$ cat config.mk
export PLATFORM = sky130hd
export DESIGN_NAME = fp16_product_fixup_serializer
export DESIGN_NICKNAME = d
export VERILOG_FILES = /design/src/rtl/fp16_product_fixup_serializer.sv
export SDC_FILE = /design/constraint.sdc
export NUM_CORES = 1
export LEC_CHECK = 0
export CAP_MARGIN = 20
export CORE_MARGIN = 1.5
export CORE_UTILIZATION = 50
export DETAILED_ROUTE_END_ITERATION = 16
export GPL_TIMING_DRIVEN = 0
export PLACE_DENSITY = 0.8
export REMOVE_ABC_BUFFERS = 1
export SYNTH_ARGS = -nofsm -noshare
export SYNTH_HDL_FRONTEND = slang
export SYNTH_SLANG_ARGS = --single-unit
$ cat constraint.sdc
create_clock -name clk -period 2.9 [get_ports clk]
set_clock_uncertainty 0.1 [all_clocks]
set_input_delay 0.58 -clock clk [delete_from_list [all_inputs] [get_ports clk]]
set_output_delay 0.58 -clock clk [all_outputs]
set_load 0.1 [all_outputs]
$ cat src/rtl/fp16_product_fixup_serializer.sv
// rtl/fp16_product_fixup_serializer.sv - FP16 product special-case/range fix-up with two-byte serializer
//
// Purpose: final stage of the log-domain binary16 multiplier. Captures the raw
//   product fields with the original operands, resolves NaN/inf/zero/overflow/
//   underflow into a binary16 result, then streams it low byte first.
// Ports:
//   clk, rst                   clock (rising edge), asynchronous active-high reset
//   in_valid/in_ready          product handshake; in_ready only in IDLE
//   in_a, in_b                 original operands (binary16)
//   in_sign, in_exp, in_mant   product sign, signed 7-bit raw exponent, mantissa
//   out_byte/out_valid/out_ready/out_last   byte stream, out_last on the high byte
//   flag_nan/inf/ovf/unf       one-hot classification of the last result
//   res_count                  results fully sent, wrapping
// Config: define FP16_FIXUP_SAT_EN to saturate overflow to max finite instead of inf.
module fp16_product_fixup_serializer #(
  parameter logic [15:0] QNAN  = 16'h7E00,
  parameter int          CNT_W = 8
) (
  input  logic             clk,
  input  logic             rst,
  input  logic             in_valid,
  output logic             in_ready,
  input  logic [15:0]      in_a,
  input  logic [15:0]      in_b,
  input  logic             in_sign,
  input  logic [6:0]       in_exp,
  input  logic [9:0]       in_mant,
  output logic [7:0]       out_byte,
  output logic             out_valid,
  input  logic             out_ready,
  output logic             out_last,
  output logic             flag_nan,
  output logic             flag_inf,
  output logic             flag_ovf,
  output logic             flag_unf,
  output logic [CNT_W-1:0] res_count
);

  typedef enum logic [1:0] {IDLE, CLASSIFY, SEND_LO, SEND_HI} state_t;

  state_t state, state_nxt;

  logic [15:0] a_q, b_q;
  logic        sign_q;
  logic [6:0]  exp_q;
  logic [9:0]  mant_q;
  logic [15:0] res_q;

  logic        load, commit, sent;

  // Operand classification on the captured copies
  logic a_exp_max, b_exp_max, a_zero, b_zero, a_nan, b_nan, a_inf, b_inf;
  logic exp_ovf, exp_unf;

  assign a_exp_max = (a_q[14:10] == 5'h1F);
  assign b_exp_max = (b_q[14:10] == 5'h1F);
  assign a_zero    = (a_q[14:10] == 5'h00);
  assign b_zero    = (b_q[14:10] == 5'h00);
  assign a_nan     = a_exp_max && (a_q[9:0] != 10'h0);
  assign b_nan     = b_exp_max && (b_q[9:0] != 10'h0);
  assign a_inf     = a_exp_max && (a_q[9:0] == 10'h0);
  assign b_inf     = b_exp_max && (b_q[9:0] == 10'h0);

  // The raw exponent is signed; its upper bits only matter for these range tests.
  assign exp_ovf   = ($signed(exp_q) >= 7'sd31);
  assign exp_unf   = ($signed(exp_q) <= 7'sd0);

  logic [15:0] res_c;
  logic        nan_c, inf_c, ovf_c, unf_c;

  always_comb begin
    res_c = {sign_q, 15'h0000};
    nan_c = 1'b0;
    inf_c = 1'b0;
    ovf_c = 1'b0;
    unf_c = 1'b0;
    if (a_nan || b_nan || (a_inf && b_zero) || (b_inf && a_zero)) begin
      res_c = QNAN;
      nan_c = 1'b1;
    end else if (a_inf || b_inf) begin
      res_c = {sign_q, 5'h1F, 10'h000};
      inf_c = 1'b1;
    end else if (a_zero || b_zero) begin
      // Subnormal operands are flushed, so the product is a signed zero.
      res_c = {sign_q, 15'h0000};
    end else if (exp_ovf) begin
      ovf_c = 1'b1;
`ifdef FP16_FIXUP_SAT_EN
      res_c = {sign_q, 15'h7BFF};
`else
      res_c = {sign_q, 5'h1F, 10'h000};
`endif
    end else if (exp_unf) begin
      unf_c = 1'b1;
      res_c = {sign_q, 15'h0000};
    end else begin
      res_c = {sign_q, exp_q[4:0], mant_q};
    end
  end

  always_ff @(posedge clk or posedge rst) begin
    if (rst) begin
      state <= IDLE;
    end else begin
      state <= state_nxt;
    end
  end

  // Stream outputs depend only on state and the registered result, so they stay
  // stable for as long as the consumer withholds out_ready.
  always_comb begin
    state_nxt = state;
    in_ready  = 1'b0;
    out_valid = 1'b0;
    out_last  = 1'b0;
    out_byte  = 8'h00;
    load      = 1'b0;
    commit    = 1'b0;
    sent      = 1'b0;
    case (state)
      IDLE: begin
        in_ready = 1'b1;
        if (in_valid) begin
          load      = 1'b1;
          state_nxt = CLASSIFY;
        end
      end
      CLASSIFY: begin
        commit    = 1'b1;
        state_nxt = SEND_LO;
      end
      SEND_LO: begin
        out_valid = 1'b1;
        out_byte  = res_q[7:0];
        if (out_ready) begin
          state_nxt = SEND_HI;
        end
      end
      SEND_HI: begin
        out_valid = 1'b1;
        out_last  = 1'b1;
        out_byte  = res_q[15:8];
        if (out_ready) begin
          sent      = 1'b1;
          state_nxt = IDLE;
        end
      end
      default: begin
        state_nxt = IDLE;
      end
    endcase
  end

  always_ff @(posedge clk or posedge rst) begin
    if (rst) begin
      a_q       <= 16'h0000;
      b_q       <= 16'h0000;
      sign_q    <= 1'b0;
      exp_q     <= 7'h00;
      mant_q    <= 10'h000;
      res_q     <= 16'h0000;
      flag_nan  <= 1'b0;
      flag_inf  <= 1'b0;
      flag_ovf  <= 1'b0;
      flag_unf  <= 1'b0;
      res_count <= '0;
    end else begin
      if (load) begin
        a_q    <= in_a;
        b_q    <= in_b;
        sign_q <= in_sign;
        exp_q  <= in_exp;
        mant_q <= in_mant;
      end
      if (commit) begin
        res_q    <= res_c;
        flag_nan <= nan_c;
        flag_inf <= inf_c;
        flag_ovf <= ovf_c;
        flag_unf <= unf_c;
      end
      if (sent) begin
        res_count <= res_count + 1'b1;
      end
    end
  end

endmodule

==> reports/results.tsv <==
metric	value	unit
outcome	finished clean	
Placement Rows	29	
Hold WS	0.384	ns
Avg Inst Size Synth	13.8	sq um
Synth warnings	0	
DIE AREA	7150	sq um
CP Launch Type	flop	
Worst Hold Class	flop to flop	
post-route ant nets	0	
fin crit period	2.75	ns
worst r2r path cells	6	
drt first pass iters	4	
Core Area	6390	sq um
routed vias/inst	5.59	
post-synth top area share	58.6	%
clk buf depth	2	
largest net degree at the start of global routing	64	
Final Max Tran Viols	0	
RSZ-0062 raised after global routing	false	
H-Tree Level Count	3	
number of port buffers	74	
clock power share	16.8	%
first-pass GRT wire length	11000	microns
Unique masters post-synth	34	
r2r setup slk	0.54	ns
vias in the first global route	2349	
detailed placement HPWL	4650	microns
Worst Hold Launch	res_count[7]	
hold depth	1	
Worst-path clk slew	0.09	ns
Final Cell Area	4390	sq um
GRT busiest layer	met2	
Max Cap Violations	0	
setup repair bufs after CTS	0	
layout net count	379	
Avg WL per Cell	16.4	microns
final setup vio count	0	
total routed wirelength	6580	microns
#FFs+latches synth	78	
cells after synthesis	242	
combinational group share of total power	46.6	%
DP Area	4170	sq um
Crit Reg-Reg Endpoint	flag_ovf	
Initial Utilization	52.1	%
Worst-Skew Late Latency	0.35	ns
P_leak	0.00191	uW
sequential group share of total power	36.6	%
worst-path fanout max	14	
Seq/Total Area, Yosys	58.6	%
Sw Share	43.2	%
GP Congestion	0.755	
die height	84.6	microns
Die W	84.6	microns
GRT met3 Usage	5.11	%
final worst-path cycle share	95.0	%
Clock Sinks	78	
final setup margin	0.146	ns
FMAX	0.363	GHz
Tot GR Track Use	19.9	%
top post-synthesis cells by area	dfrtp_1 (59%), mux2_2 (17%), a22o_1 (4.7%)	
Overflow after GRT	0	
VDD IR max	1.26	mV
DRC viols	0	
via count	2247	
P_sw	2280	uW
pre-CTS WS	-0.0108	ns
internal power	2990	uW
slew margin rel.	32.2	%
routing usage on met2	32.3	%
Reg-to-Reg Start	state[1]	
number of CTS-inserted buffers	9	
CP Class	flop to primary output	
met1 Use GR	24.2	%
Syn-to-layout area delta	32.0	%
CTS hold repair buffers	0	
PwrDens	1200	nW/um^2
Final Hold Fails	0	
Synth area leader	dfrtp_1	
Starting DRT DRC Count	68	
critical path endpoint category	primary output	
WHS Endpoint	res_count[7]	
I/O pin total	77	
initial antenna violation count	0	
Critical Path AT	2.07	ns
CTS tree	done	
synthesized area	3330	sq um
CP Data Required Time	2.22	ns
Pwr Total	5260	uW
number of diodes	0	
layout cells sized above 1	27.7	%
root buffer cell	clkbuf_8	
Slew @ Worst Pin	1.01	ns
==> power by group through the flow <==
stage | clock [uW] | sequential, uW | combinational (uW)
3_3_place_gp | 0 | 1910 | 2430
5_1_grt | 958 | 1980 | 2610
6_report | 886 | 1920 | 2450
2_1_floorplan | 0 | 2160 | 1640
3_5_place_dp | 0 | 1940 | 2500
4_1_cts | 909 | 1920 | 2480
==> layout by cell type, fill, tap and decap left out, drive strengths merged <==
master and n:
a211oi 1, a21o 1, a21oi 3, a22o 18
a31oi 1, and3 7, and4 1, buf 2
bufinv 2, clkbuf 12, clkdlybuf4s15 9, clkdlybuf4s50 63
clkinv 1, clkinvlp 2, dfrtp 78, dlygate4sd2 1
ha 5, inv 8, mux2 50, nand2 3
nand3 8, nor2 13, nor3 3, nor4 6
o21a 1, o21ai 6, o221ai 1, o22a 3
o22ai 1, o2bb2ai 3, or2 2, or4 3
xnor2 4, xor2 3
==> metrics by stage <==
step	setup TNS, ns	util, %	std cells
floorplan	-16.75	-	233
global route	0	68.8	402
finish	0	68.8	402
detailed placement	-0.0153	65.3	386
CTS	0	68.8	402
global placement	-89.51	64.5	384
==> area by class of cell <==
cell class	count	area [sq um]
Fill cell	505	1990
Sequential cell	78	1950
Multi-Input combinational cell	147	1300
Timing Repair Buffer	76	793
Clock buffer	11	131
Tap cell	77	96.3
Clock inverter	5	83.8
Inverter	8	32.5
==> what timing repair did <==
action / CTS / global route
cloned: 0 / 0
endpoints found under the hold margin: 0 / 0
gates resized for setup: 29 / 2
setup endpoints to repair: 11 / 1
==> how the worst max path moves through the flow <==
stage,from,endpoint,slack [ns],depth (start not counted)
6_report,state[1],out_byte[1],0.15,3
5_1_grt,state[1],out_byte[3],0.07,3
4_1_cts,state[1],out_last,0.06,2
3_5_place_dp,state[1],out_byte[3],-0.01,3
3_3_place_gp,rst,a_q[2],-0.99,2
2_1_floorplan,state[0],a_q[0],-0.34,4
==> worst max-delay path, stage by stage, from the launching register on <==
cell and delay (ns):
dfrtp_1 0.40, ha_1 0.49, a22o_1 0.26, clkdlybuf4s15_2 0.56
==> layer usage <==
layer | vias up | part of all wire [%]
met5 | - | 0
met4 | 0 | 3.2
met3 | 21 | 5.7
met2 | 67 | 49
met1 | 1124 | 42
li1 | 1035 | -
==> cells by family (layout without fill, tap and decap cells) <==
family,Yosys count,in the layout,share of synthesized area (%)
DFF,78,78,58.6
muxes,50,50,16.9
and+or+nand+nor,46,46,8.76
AOI/OAI and AO/OA,39,39,9.70
buffers and inverters,17,100,2.26
xor gates and xnor gates,7,7,1.84
adders and majority gates,5,5,1.88
==> state kept, by name (all words and copies together) (netlist names), 2 cells and up <==
name and count:
a_q 15, res_count 8, res_q 16, exp_q 7, state 2, b_q 15, mant_q 10
==> Yosys cell counts (all sizes together) <==
| master | number |
|---|---|
| nor3 | 3 |
| nand2 | 3 |
| a22o | 18 |
| ha | 5 |
| o221ai | 1 |
| o22ai | 1 |
| nor2 | 13 |
| clkbuf | 5 |
| a21oi | 3 |
| dfrtp | 78 |
| xnor2 | 4 |
| mux2 | 50 |
| o21ai | 6 |
| a21o | 1 |
| or4 | 3 |
| xor2 | 3 |
| and4 | 1 |
| o2bb2ai | 3 |
| buf | 4 |
| o22a | 3 |
| or2 | 2 |
| and3 | 7 |
| inv | 8 |
| nor4 | 6 |
| a211oi | 1 |
| o21a | 1 |
| a31oi | 1 |
| nand3 | 8 |
Power figures use the tool's default switching activity.
